==> src/rtl/video_mono_filter.sv <==
// video_mono_filter
// Monochrome/tint filter for the Spectrum video path. It sits between the
// palette/ULA RGB output and the scandoubler/DAC.
//
// Pipeline (each stage advances only when ce=1):
//   stage 1 : weighted luma Y = (2R + 5G + B) >> 3, raw RGB, syncs, blank
//   stage 2 : display-mode mapping, blank forcing, output registers
//
// Mode requests are taken only on a vsync_in rising edge, so a whole frame is
// always shown in one mode. After reset the active mode is 0 (bypass).
//
// Modes: 0 bypass, 1 green, 2 amber, 3 grey, 4 inverted grey,
//        5 blue phosphor, 6/7 reserved (bypass).
//
// Optional build macro: MONO_SCANLINE_EN
//   Adds a line-parity flop (toggles on hsync_in rising edges, cleared on the
//   vsync_in rising edge). On odd lines, every mode other than 0 has each
//   output channel halved. The default build (macro undefined) has no parity
//   logic at all.

module video_mono_filter #(
    parameter int CW     = 3,
    parameter int MODE_W = 3
) (
    input  logic              clk,
    input  logic              rst,
    input  logic              ce,
    input  logic [CW-1:0]     ri,
    input  logic [CW-1:0]     gi,
    input  logic [CW-1:0]     bi,
    input  logic              hsync_in,
    input  logic              vsync_in,
    input  logic              blank_in,
    input  logic [MODE_W-1:0] mode_req,
    output logic [CW-1:0]     ro,
    output logic [CW-1:0]     go,
    output logic [CW-1:0]     bo,
    output logic              hsync_out,
    output logic              vsync_out,
    output logic              blank_out,
    output logic [MODE_W-1:0] mode_active
);

    // Sum needs three extra bits: the weights add up to 8.
    localparam int SW = CW + 3;

    localparam logic [MODE_W-1:0] MODE_BYPASS = MODE_W'(0);
    localparam logic [MODE_W-1:0] MODE_GREEN  = MODE_W'(1);
    localparam logic [MODE_W-1:0] MODE_AMBER  = MODE_W'(2);
    localparam logic [MODE_W-1:0] MODE_GREY   = MODE_W'(3);
    localparam logic [MODE_W-1:0] MODE_INV    = MODE_W'(4);
    localparam logic [MODE_W-1:0] MODE_BLUE   = MODE_W'(5);

    // ------------------------------------------------------------------
    // Stage-1 signals
    // ------------------------------------------------------------------
    logic [SW-1:0] luma_sum;
    logic [CW-1:0] luma;

    logic [CW-1:0] y_s1;
    logic [CW-1:0] r_s1;
    logic [CW-1:0] g_s1;
    logic [CW-1:0] b_s1;
    logic          hs_s1;
    logic          vs_s1;
    logic          bl_s1;

    logic          vsync_prev;
    logic          vsync_rise;

    // ------------------------------------------------------------------
    // Stage-2 mapping signals
    // ------------------------------------------------------------------
    logic [CW-1:0] map_r;
    logic [CW-1:0] map_g;
    logic [CW-1:0] map_b;
    logic [CW-1:0] fin_r;
    logic [CW-1:0] fin_g;
    logic [CW-1:0] fin_b;

    // Weighted luma: 2R + 5G + B, truncated to CW bits after dividing by 8.
    always_comb begin
        luma_sum = (SW'(ri) << 1) + (SW'(gi) << 2) + SW'(gi) + SW'(bi);
        luma     = luma_sum[SW-1:3];
    end

    assign vsync_rise = vsync_in & ~vsync_prev;

    // Stage 1: capture luma, raw colour and the sync/blank bits of this pixel.
    always_ff @(posedge clk or posedge rst) begin
        if (rst) begin
            y_s1  <= '0;
            r_s1  <= '0;
            g_s1  <= '0;
            b_s1  <= '0;
            hs_s1 <= 1'b0;
            vs_s1 <= 1'b0;
            bl_s1 <= 1'b0;
        end else if (ce) begin
            y_s1  <= luma;
            r_s1  <= ri;
            g_s1  <= gi;
            b_s1  <= bi;
            hs_s1 <= hsync_in;
            vs_s1 <= vsync_in;
            bl_s1 <= blank_in;
        end
    end

    // Frame-boundary mode latch: mode_req is sampled only on the vsync rising
    // edge; stage 2 sees the new mode from the following ce cycle.
    always_ff @(posedge clk or posedge rst) begin
        if (rst) begin
            vsync_prev  <= 1'b0;
            mode_active <= MODE_BYPASS;
        end else if (ce) begin
            vsync_prev <= vsync_in;
            if (vsync_rise) begin
                mode_active <= mode_req;
            end
        end
    end

`ifdef MONO_SCANLINE_EN
    logic hsync_prev;
    logic line_par;
    logic par_s1;
    logic dim_line;

    // Line parity: toggles per hsync rising edge, restarts at each frame.
    // The parity of the line a pixel belongs to travels with it in stage 1.
    always_ff @(posedge clk or posedge rst) begin
        if (rst) begin
            hsync_prev <= 1'b0;
            line_par   <= 1'b0;
            par_s1     <= 1'b0;
        end else if (ce) begin
            hsync_prev <= hsync_in;
            par_s1     <= line_par;
            if (vsync_rise) begin
                line_par <= 1'b0;
            end else if (hsync_in && !hsync_prev) begin
                line_par <= ~line_par;
            end
        end
    end

    assign dim_line = par_s1 && (mode_active != MODE_BYPASS);
`endif

    // Stage-2 colour mapping for the active mode, then blank/scanline forcing.
    always_comb begin
        map_r = r_s1;
        map_g = g_s1;
        map_b = b_s1;
        case (mode_active)
            MODE_GREEN: begin
                map_r = '0;
                map_g = y_s1;
                map_b = '0;
            end
            MODE_AMBER: begin
                map_r = y_s1;
                map_g = y_s1 >> 1;
                map_b = '0;
            end
            MODE_GREY: begin
                map_r = y_s1;
                map_g = y_s1;
                map_b = y_s1;
            end
            MODE_INV: begin
                map_r = ~y_s1;
                map_g = ~y_s1;
                map_b = ~y_s1;
            end
            MODE_BLUE: begin
                map_r = '0;
                map_g = y_s1 >> 1;
                map_b = y_s1;
            end
            default: begin
                map_r = r_s1;
                map_g = g_s1;
                map_b = b_s1;
            end
        endcase

        fin_r = map_r;
        fin_g = map_g;
        fin_b = map_b;
`ifdef MONO_SCANLINE_EN
        if (dim_line) begin
            fin_r = map_r >> 1;
            fin_g = map_g >> 1;
            fin_b = map_b >> 1;
        end
`endif
        if (bl_s1) begin
            fin_r = '0;
            fin_g = '0;
            fin_b = '0;
        end
    end

    // Stage 2: output registers; syncs are delayed unmodified to stay aligned.
    always_ff @(posedge clk or posedge rst) begin
        if (rst) begin
            ro        <= '0;
            go        <= '0;
            bo        <= '0;
            hsync_out <= 1'b0;
            vsync_out <= 1'b0;
            blank_out <= 1'b0;
        end else if (ce) begin
            ro        <= fin_r;
            go        <= fin_g;
            bo        <= fin_b;
            hsync_out <= hs_s1;
            vsync_out <= vs_s1;
            blank_out <= bl_s1;
        end
    end

endmodule
==> config.mk <==
export PLATFORM = sky130hd
export DESIGN_NAME = video_mono_filter
export DESIGN_NICKNAME = d
export VERILOG_FILES = /design/src/rtl/video_mono_filter.sv
export SDC_FILE = /design/constraint.sdc
export NUM_CORES = 1
export LEC_CHECK = 0
export ABC_AREA = 1
export ABC_CLOCK_PERIOD_IN_PS = 1100
export BUFFER_PORTS_ARGS = -buffer_cell sky130_fd_sc_hd__buf_2
export CORE_MARGIN = 2
export CORE_UTILIZATION = 49
export DETAILED_ROUTE_END_ITERATION = 6
export HOLD_SLACK_MARGIN = 0.06
export PLACE_DENSITY = 0.75
export RECOVER_POWER = 25
export SYNTH_ARGS = -nofsm -noshare
export SYNTH_HDL_FRONTEND = slang
export SYNTH_SLANG_ARGS = --single-unit
==> constraint.sdc <==
create_clock -name clk -period 1.1 [get_ports clk]
set_input_delay 0.055 -clock clk [delete_from_list [all_inputs] [get_ports clk]]
set_output_delay 0.055 -clock clk [all_outputs]
set_load 0.05 [all_outputs]
# ---- After elaboration in Yosys (flattened, before gate mapping)
# Index checks and enable logic that the tools add are counted.
dict set report classes {
  add_sub_neg 3
  n_eq_ne 5
  mux 6
  n_bitwise 3
  n_reduce_logical 7
}
# operator n
set op_table {}
lappend op_table {{case mux 3 bit (3 select lines)} 3}
lappend op_table {{adder 6 x 3 -> 6 bit} 2}
lappend op_table {{OR reduction 2 bit} 6}
lappend op_table {{2-to-1 mux 3 bit} 3}
lappend op_table {{adder 4 x 5 -> 6 bit} 1}
lappend op_table {{equality test 3 x 2 -> 1 bit, second input constant} 2}
lappend op_table {{equality test 3 bit, second input constant} 2}
lappend op_table {{equality test 3 x 1 -> 1 bit, second input constant} 1}
lappend op_table {{NOT 3 bit} 1}
lappend op_table {{AND reduction 2 bit} 1}
lappend op_table {{AND 1 bit} 1}
lappend op_table {{NOT 1 bit} 1}
dict set report totals {
  regBits 30
  in_bits 18
  out_inout_bits 15
  word_cells 38
}

# ---- Logic depth before layout (Yosys ltp)
# Gate-level depths: netlist of the first run.
dict set report depth {
  depth_word 4
  depth_mapped 12
  ltp_nobuf 12
}

# ---- Least setup slack after synthesis of the first run
# OpenSTA, ideal clock, no wires.
dict set report synth_path {
  path_type {input to register}
  start {in ri[1]}
  end {reg y_s1[0]}
  setup_ps 128
  t_arrival_ps 1869
  t_required_ps 972
  path_slack_ps -897
  path_stages 9
  n_path_buf 0
  path_cell_list {inv_1 -> fa_1 -> inv_1 -> fa_1 -> nand2_1 -> nor2_1 -> fa_1 -> nand2_1 -> o21ai_0}
}
dict set report synth_between {
  elab_chain_cells 3
}
# element line
set synth_rtl {}
lappend synth_rtl {{start: declaration} 28} ;# input logic [CW-1:0] ri,
lappend synth_rtl {{adder 4 x 5 -> 6 bit} 83} ;# luma_sum = (SW'(ri) << 1) + (SW'(gi) << 2) + SW'(gi) + SW'(bi);
lappend synth_rtl {{adder 6 x 3 -> 6 bit (2 in a row)} 83}
lappend synth_rtl {{net luma_sum[3]} 57} ;# logic [SW-1:0] luma_sum;
lappend synth_rtl {{end signal: assignment} 100} ;# y_s1 <= luma;
lappend synth_rtl {{end: declaration} 60} ;# logic [CW-1:0] y_s1;
# The timed path passes the listed nets, and every way through them passes these cells.
# A chain may end at the register's enable or synchronous reset.

# ---- Final worst setup path of the first run
dict set report layout_path {
  start {in gi[0]}
  end {reg y_s1[0]}
}
dict set report layout_between {
  elab_chain_cells 3
}
# element line
set layout_rtl {}
lappend layout_rtl {{start: declaration} 29} ;# input logic [CW-1:0] gi,
lappend layout_rtl {{adder 4 x 5 -> 6 bit} 83}
lappend layout_rtl {{adder 6 x 3 -> 6 bit * (2 in a row)} 83}
lappend layout_rtl {{net luma_sum[3]} 57}
# Mark *: on every way through the listed nets, which the timed path passes. The rest lies on a longest branch.

==> run metrics, run 1 <==
R2R depth 7; Antenna Nets Post-Route 0; ANT cells 0; syn_area_per_cell 8.06 um^2; Comb pwr share 47.8%; Post-synth top flop dfrtp_1; Synth area leader dfrtp_1; Total Routing Usage GR 24.9%; FF+latch count, synth 30; Routed Wire Length 4.32 mm; Core Box Area 0.00310 mm^2; number of synthesized flops with an enable pin 0; Max Freq 0.559 GHz; post-synth top area share 46.1%; Critical Path Source Type input pin; WS Path Type input pin to flop; PnR worst setup slack -0.689 ns; fin. max-slew vios 0; Layout Skew 0.0108 ns; endpoint class of the critical path flop; routed length per instance 13.5 um; CTS H-tree depth 2; max incr delay on CP 0.55 ns; worst-path cell chain buf_8, inv_4, fa_1, inv_2, fa_2, nand2_2, nor2_4, fa_1, nand2_1, o21ai_1; die width 61.7 um; Starting Density 52.5%; min cycle time layout 1.79 ns; initial DRC count 102; Top Family by Delay on Critical Path adder cells; Flop pwr share 35.9%; Mapped Area 0.00163 mm^2; critical path's slowest cell fa_1; RSZ-0062 raised after global routing yes; Vias/cell 4.99; RR Endpoint go[2]; # port buffers 32; worst hold slack 0.0749 ns; number of CTS-inserted buffers 5; GP Congestion 0.749; Crit. Startpoint gi[0]; largest net degree at the start of global routing 31; die area 0.00380 mm^2; VDD IR max 1.08 mV; setup slack, reg-to-reg -0.14 ns; vias in the first global route 1,472; r2r startpoint mode_active[0]; Ys Warns 0; min-delay src bi[2]; period utilization 163%; Via Count 1,592; Synth async-reset ratio 100%; # nets final 303; final hold violations 0; layout cell share with drive strength beyond 1 40.7%; Critical Path Most Common Cell fa_1; overflow left after global routing 0; syn_nets 229; Post-route DRC 0; Max-Cap Viols 0; Hold Path End b_s1[2]; CP arrival 2.00 ns; Die H 61.7 um; area growth from synthesis to layout 50.2%; Worst Hold Path Cells 4; switching share of total power 43.3%; synth top area cells dfrtp_1 46%, nand2_1 15%, nand3_1 8.6%; Clock Tree Buf Depth 2; CP required 1.31 ns; register area share after synthesis 46.1%; status complete, but fails checks; P_int 2.28 mW; top post-synthesis cells by count 66 x nand2_1, 30 x dfrtp_1, 28 x nand3_1, 24 x inv_1, 18 x o21ai_0; Clock Root Buffer clkbuf_4; failing checks setup timing; num rows 20; Syn Inst Count 202; TritonCTS clock tree yes; clk slew on worst S/H paths 0.09 ns; drt first pass iters 4; headroom to the max-slew limit 56.5%; Net Sw Power 1.74 mW; Clk pwr share 16.3%; detailed placer's ending HPWL 2.56 mm; I/O pin count 33; # setup viols final 15; min-delay worst type input pin to flop; clk_lat worst skew 0.33 ns; Leak 1.28 nW; Crit Path Max Fanout 2; top-count cell post-synth nand2_1; CP Buf/Inv Count 3; initial antenna violation count 0; clock sinks 30; PwrDens 1640 mW/mm^2; setup tns final -3.23 ns; first-pass GRT wire length 6.67 mm; Least-Margin Pin Slew 0.653 ns; distinct cell type count of the synthesized netlist 22
==> per-layer routing <==
layer	track usage (%)	share of wire, %	vias up	wire length, um
li1	-	-	789	-
met1	30.9	40	741	1740
met2	42.4	52	45	2260
met3	6.30	4.1	17	178
met4	8.21	3.3	0	144
met5	0	0	-	0
==> cell families (layout without fill, tap and decap cells) <==
family                     count (synthesis)  in the layout  synth area share, %
buffers and inverters                     33            105                 8.45
adders and majority gates                  9              9                 8.76
and+or+nand+nor                          104            105                 27.6
AOI/OAI and AO/OA                         25             25                 8.60
xor gates and xnor gates                   1              1                0.538
DFF                                       30             30                 46.1
==> per-stage QoR <==
stage | instances | cell area (um^2) | utilization (%) | setup WS, ns | total power, mW
3_3_place_gp | 292 | 1970 | 63.5 | -0.986 | 2.88
6_report | 319 | 2450 | 78.8 | -0.689 | 4.01
3_5_place_dp | 292 | 1970 | 63.5 | -1.08 | 2.92
5_1_grt | 319 | 2450 | 78.8 | -0.746 | 4.25
4_1_cts | 314 | 2290 | 73.8 | -0.707 | 3.75
2_1_floorplan | 202 | 1640 | - | -0.867 | 2.52
==> power groups by stage <==
stage	Sequential (mW)	Clock, mW	Combinational, mW
after detailed placement	1.44	0	1.49
final	1.44	0.653	1.92
after global placement	1.43	0	1.45
after global routing	1.47	0.713	2.07
after CTS	1.43	0.650	1.68
after floorplan	1.84	0	0.677
==> how the worst max path moves through the flow <==
stage,endpoint,slack [ns],cells after the start
floorplan,y_s1[0],-0.87,9
global placement,y_s1[0],-0.99,10
detailed placement,y_s1[0],-1.08,10
CTS,y_s1[0],-0.71,10
global route,y_s1[0],-0.75,10
finish,y_s1[0],-0.69,10
==> registers in the layout, indices dropped and copies added (netlist names) <==
signal,cells
b_s1,3
bl_s1,1
blank_out,1
bo,3
g_s1,3
go,3
hs_s1,1
hsync_out,1
mode_active,3
r_s1,3
ro,3
vsync_out,1
vsync_prev,1
y_s1,3
==> cells in the final DEF (no fill, tap or decap) <==
| cell | synthesis | final |
|---|---|---|
| fa_1 | 4 | 3 |
| dlygate4sd3_1 | 0 | 14 |
| nand2_2 | 0 | 8 |
| nand3_2 | 1 | 18 |
| clkbuf_8 | 0 | 1 |
| buf_2 | 3 | 28 |
| o21ai_1 | 1 | 4 |
| o21ai_0 | 18 | 14 |
| a21oi_1 | 4 | 4 |
| clkinv_4 | 0 | 1 |
| nand3_1 | 28 | 8 |
| buf_6 | 1 | 6 |
| clkbuf_4 | 0 | 5 |
| ha_1 | 5 | 5 |
| nand2_1 | 66 | 59 |
| nand3_4 | 0 | 3 |
| buf_12 | 0 | 1 |
| inv_4 | 1 | 3 |
| dfrtp_1 | 30 | 27 |
| inv_1 | 24 | 19 |
| xnor2_1 | 1 | 1 |
| o21ai_4 | 1 | 1 |
| dfrtp_2 | 0 | 3 |
| nor2_4 | 1 | 2 |
| nor2_1 | 6 | 5 |
| nand2_4 | 1 | 1 |
| buf_8 | 0 | 4 |
| o21ai_2 | 1 | 2 |
| fa_2 | 0 | 1 |
| inv_2 | 2 | 4 |
| nor2_2 | 1 | 1 |
| buf_4 | 0 | 19 |
==> tightest hold or removal path: cells and delay by family <==
| kind | cells | cell delay [ns] |
|---|---|---|
| compound gates | 1 | 0.06 |
| simple gates | 1 | 0.04 |
| buf+inv | 2 | 0.22 |
==> area by class of cell <==
| type | count | area (um^2) |
|---|---|---|
| Sequential cell | 30 | 754 |
| Multi-Input combinational cell | 140 | 901 |
| Clock buffer | 6 | 51.3 |
| Inverter | 27 | 114 |
| Fill cell | 221 | 657 |
| Tap cell | 44 | 55.1 |
| Timing Repair Buffer | 72 | 571 |
==> timing repair <==
item                                   CTS  global route
setup endpoints to repair               15            16
gates cloned                             1             0
endpoints found under the hold margin   42             0
hold buffers                            14             0
gates resized for setup                 32            30
pin swaps                               15            12
setup buffers                            1             5
(Power assumes the default switching activity.)
==> run 2: changes to the inputs <==
--- a/config.mk
+++ b/config.mk
@@ -5,7 +5,6 @@
 export SDC_FILE = /design/constraint.sdc
 export NUM_CORES = 1
 export LEC_CHECK = 0
-export ABC_AREA = 1
 export ABC_CLOCK_PERIOD_IN_PS = 1100
 export BUFFER_PORTS_ARGS = -buffer_cell sky130_fd_sc_hd__buf_2
 export CORE_MARGIN = 2
==> run metrics, run 2 <==
status complete, but fails checks; failing checks setup timing; Starting Density 49.9%; max incr delay on CP 0.52 ns; Via Count 1,505; Total Routing Usage GR 26.6%; # port buffers 32; Synth area leader dfrtp_1; number of CTS-inserted buffers 5; overflow left after global routing 0; ANT cells 0; Clock Tree Buf Depth 2; Clock Root Buffer clkbuf_4; Placed Area 0.00207 mm^2; VDD IR max 1.06 mV; Crit Path Max Fanout 2; drt first pass iters 4; Top Family by Delay on Critical Path adder cells; Mapped Area 0.00164 mm^2; CTS H-tree depth 2; fin. max-slew vios 0; WS Path Type input pin to flop; vias in the first global route 1,551; post-synth top area share 45.8%; I/O pin count 33; Post-route DRC 0; Max Freq 0.535 GHz; Synth async-reset ratio 100%; endpoint class of the critical path flop; Final Core Density 79.8%; Core Box Area 0.00328 mm^2; top-count cell post-synth dfrtp_1; Finished Layout Cells 274; # setup viols final 17; min cycle time layout 1.87 ns; clock sinks 30; GP Congestion 0.862; num rows 21; Critical Path Source Type input pin; Leak 1.22 nW; die width 61.9 um; headroom to the max-slew limit 70.4%; Pwr Total 4.87 mW; Max-Cap Viols 0; # nets final 254; CP Buf/Inv Count 3; clk slew on worst S/H paths 0.10 ns; clk_lat worst skew 0.34 ns; Post-Place Cells 244; synth top area cells dfrtp_1 46%, mux2_2 13%, fa_1 4.9%; area growth from synthesis to layout 59.7%; register area share after synthesis 45.8%; critical path's slowest cell fa_1; largest net degree at the start of global routing 22; PwrDens 1860 mW/mm^2; syn_nets 175; setup tns final -3.74 ns; RSZ-0062 raised after global routing yes; layout cell share with drive strength beyond 1 59.2%; routed length per instance 17.6 um; Die H 61.9 um; Ys Warns 0; final hold violations 0; FF+latch count, synth 30; Routed Wire Length 4.83 mm; PnR worst setup slack -0.769 ns; Critical Path Most Common Cell fa_1; TritonCTS clock tree yes; CP arrival 2.10 ns; Layout Skew 0.00332 ns; top post-synthesis cells by count 30 x dfrtp_1, 19 x mux2_2, 16 x inv_1, 9 x buf_2, 9 x nor2_1; commonest non-fill, non-tap cells in the layout 27 x dfrtp_1, 27 x buf_2, 25 x buf_4; worst-path cell chain buf_8, inv_4, fa_1, inv_1, fa_1, and4_4, fa_2, mux2_4; die area 0.00383 mm^2; Design Area, Final 0.00262 mm^2; initial antenna violation count 0; Antenna Nets Post-Route 0; Vias/cell 5.49; min-delay worst type input pin to flop; first-pass GRT wire length 7.26 mm; distinct cell type count of the synthesized netlist 34; syn_area_per_cell 11.1 um^2; Least-Margin Pin Slew 0.444 ns; period utilization 170%; Post-synth top flop dfrtp_1; initial DRC count 75; Syn Inst Count 148; CP required 1.33 ns; detailed placer's ending HPWL 2.88 mm; number of synthesized flops with an enable pin 0
==> run 2: area by class of cell <==
type / count / area, um^2
Sequential cell: 30 / 754
Clock inverter: 3 / 40.0
Tap cell: 46 / 57.6
Timing Repair Buffer: 82 / 678
Clock buffer: 5 / 37.5
Multi-Input combinational cell: 92 / 982
Fill cell: 184 / 664
Inverter: 16 / 70.1
==> run 2: what timing repair did <==
| item | in CTS | in global routing |
|---|---|---|
| hold buffers | 11 | 1 |
| resized for setup | 32 | 32 |
| pin swaps | 11 | 17 |
| endpoints found under the setup margin | 15 | 18 |
| setup buffers | 11 | 4 |
| endpoints found under the hold margin | 41 | 1 |
==> run 2: final timing paths <==
check | endpoint | from | depth (start not counted) | slack [ns]
setup / recovery | y_s1[0] | gi[2] | 8 | -0.77
hold / removal | g_s1[2] | gi[2] | 3 | 0.06
setup reg to reg | ro[2] | mode_active[0] | 5 | -0.22
hold reg to reg | hsync_out | hsync_out | 1 | 0.51
max in group asynchronous | r_s1[0] | rst | 4 | 0.21
min in group asynchronous | go[0] | rst | 3 | 0.22
==> run 2: kinds of logic after synthesis <==
group,Yosys count,share of synthesized area (%)
AOI/OAI and AO/OA,33,14.8
DFF,30,45.8
and+or+nand+nor,27,8.39
buffers and inverters,26,7.09
muxes,20,13.7
adders and majority gates,9,8.70
xor gates and xnor gates,3,1.60
==> run 2: stage by stage <==
step	hold slack (ns)	setup slack [ns]
after detailed placement	0.0691	-1.23
after floorplan	0.146	-1.03
after global routing	0.0613	-0.814
after CTS	-0.0408	-0.785
final	0.0582	-0.769
after global placement	0.0609	-1.20
==> run 2: worst min-delay path, delay by kind of cell <==
family | cells | cell delay [ns]
buf+inv | 2 | 0.18
mux | 1 | 0.14
==> run 2: power breakdown <==
group | switching, mW | internal (mW)
sequential | 0.242 | 1.31
clock | 0.400 | 0.470
combinational | 1.33 | 1.11
==> run 2: routing by layer <==
metal,track usage (%),vias up,wire (um)
met5,0,-,0
met4,10.0,0,143
met3,5.80,17,257
met2,45.4,56,2550
met1,33.2,750,1880
li1,-,682,-
==> run 3: changes to the inputs <==
--- a/config.mk
+++ b/config.mk
@@ -13,6 +13,7 @@
 export HOLD_SLACK_MARGIN = 0.06
 export PLACE_DENSITY = 0.75
 export RECOVER_POWER = 25
+export SKIP_CTS_REPAIR_TIMING = 1
 export SYNTH_ARGS = -nofsm -noshare
 export SYNTH_HDL_FRONTEND = slang
 export SYNTH_SLANG_ARGS = --single-unit
==> run metrics, run 3 (synthesis results as in run 2) <==
status complete, but fails checks; failing checks setup timing; area growth from synthesis to layout 58.7%; Post-route DRC 0; num rows 21; Reg area 754 um^2; Total Routing Usage GR 22.0%; fin. max-slew vios 0; Crit Path Max Fanout 2; TritonCTS clock tree yes; min-delay worst type input pin to flop; overflow left after global routing 0; Final Core Density 79.3%; worst hold slack 0.0755 ns; die width 61.9 um; # port buffers 32; CP arrival 2.13 ns; # setup viols final 18; ANT cells 0; max incr delay on CP 0.54 ns; Critical Path Most Common Cell fa_1; headroom to the max-slew limit 72.2%; RSZ-0062 raised after global routing yes; Vias/cell 5.39; Max Freq 0.526 GHz; clk_lat worst skew 0.35 ns; critical path's slowest cell fa_1; endpoint class of the critical path flop; first-pass GRT wire length 6.03 mm; pre-CTS setup slack -1.23 ns; PwrDens 1860 mW/mm^2; die area 0.00383 mm^2; period utilization 173%; initial antenna violation count 0; Routed Wire Length 5.02 mm; Critical Path Source Type input pin; Via Count 1,519; Multi-input gate area 918 um^2; final hold violations 0; I/O pin count 33; CP required 1.33 ns; min cycle time layout 1.90 ns; Starting Density 49.9%; PnR worst setup slack -0.800 ns; CTS H-tree depth 2; drt first pass iters 4; layout cell share with drive strength beyond 1 55.9%; Finished Layout Cells 282; commonest non-fill, non-tap cells in the layout 29 x buf_4, 28 x buf_2, 27 x dfrtp_1; CP Buf/Inv Count 3; initial DRC count 76; VDD IR max 1.21 mV; number of CTS-inserted buffers 5; WS Path Type input pin to flop; Top Family by Delay on Critical Path adder cells; vias in the first global route 1,370; Pwr Total 4.85 mW; detailed placer's ending HPWL 2.88 mm; Clock Tree Buf Depth 2; worst-path cell chain buf_8, inv_4, fa_1, inv_2, fa_1, and4_4, fa_2, mux2_4; Fillers 196; GP Congestion 0.862; clock sinks 30; Max-Cap Viols 0; Die H 61.9 um; routed length per instance 17.8 um; Least-Margin Pin Slew 0.417 ns; Leak 1.24 nW; Clock Root Buffer clkbuf_4; Core Box Area 0.00328 mm^2; largest net degree at the start of global routing 22; Post-Place Cells 244; Layout Skew 0.0125 ns; most common cell after layout, fill and taps aside buf_4; # nets final 262; Antenna Nets Post-Route 0; clk slew on worst S/H paths 0.10 ns
run 3: cell count changes in the layout (fill, tap and decap cells not counted), sizes merged:
cell | previous run | this run
buf | 69 | 77
run 3: metal layers:
layer  vias to the layer above  part of all wire, %  wire length, um  GRT usage, %
met5                         -                    0                0             0
met4                         0                  2.3              114          9.42
met3                        14                  4.2              212          5.59
met2                        59                   54             2720          36.2
met1                       750                   39             1970          27.6
li1                        696                    -                -             -
run 3: layout make-up:
cell class / count / area share, %
inverter: 16 / 2.69
tap: 46 / 2.21
multi-input combinational: 92 / 35.3
timing repair buffer: 90 / 27.9
clock inverter: 3 / 1.54
clock buffer: 5 / 1.44
sequential: 30 / 29.0
run 3: worst register-to-register path: cells and delay by family, from the launching register on:
family / cells / cell delay (ns)
and+or+nand+nor: 1 / 0.08
DFF: 1 / 0.46
AOI/OAI and AO/OA: 2 / 0.49
buffers and inverters: 2 / 0.34
run 3: final timing paths:
path                           startpoint        end  slack (ns)  depth (start not counted)
min reg2reg                     hsync_out  hsync_out        0.51                          1
max                                 gi[0]    y_s1[0]       -0.80                          8
min                                 gi[2]    g_s1[2]        0.08                          3
max in group asynchronous             rst    r_s1[0]        0.17                          4
min in group asynchronous             rst      bo[0]        0.22                          3
max reg2reg                mode_active[0]      go[1]       -0.37                          5
run 3: power by group:
part | internal [mW] | total (mW) | switching (mW)
clock network | 0.470 | 0.890 | 0.420
logic | 1.11 | 2.43 | 1.32
registers | 1.31 | 1.53 | 0.220
run 3: per-stage QoR:
step,instance area (um^2),setup TNS (ns)
floorplan,1710,-4.27
global placement,2070,-4.30
detailed placement,2070,-4.63
CTS,2140,-4.58
global route,2600,-5.31
finish,2600,-4.36
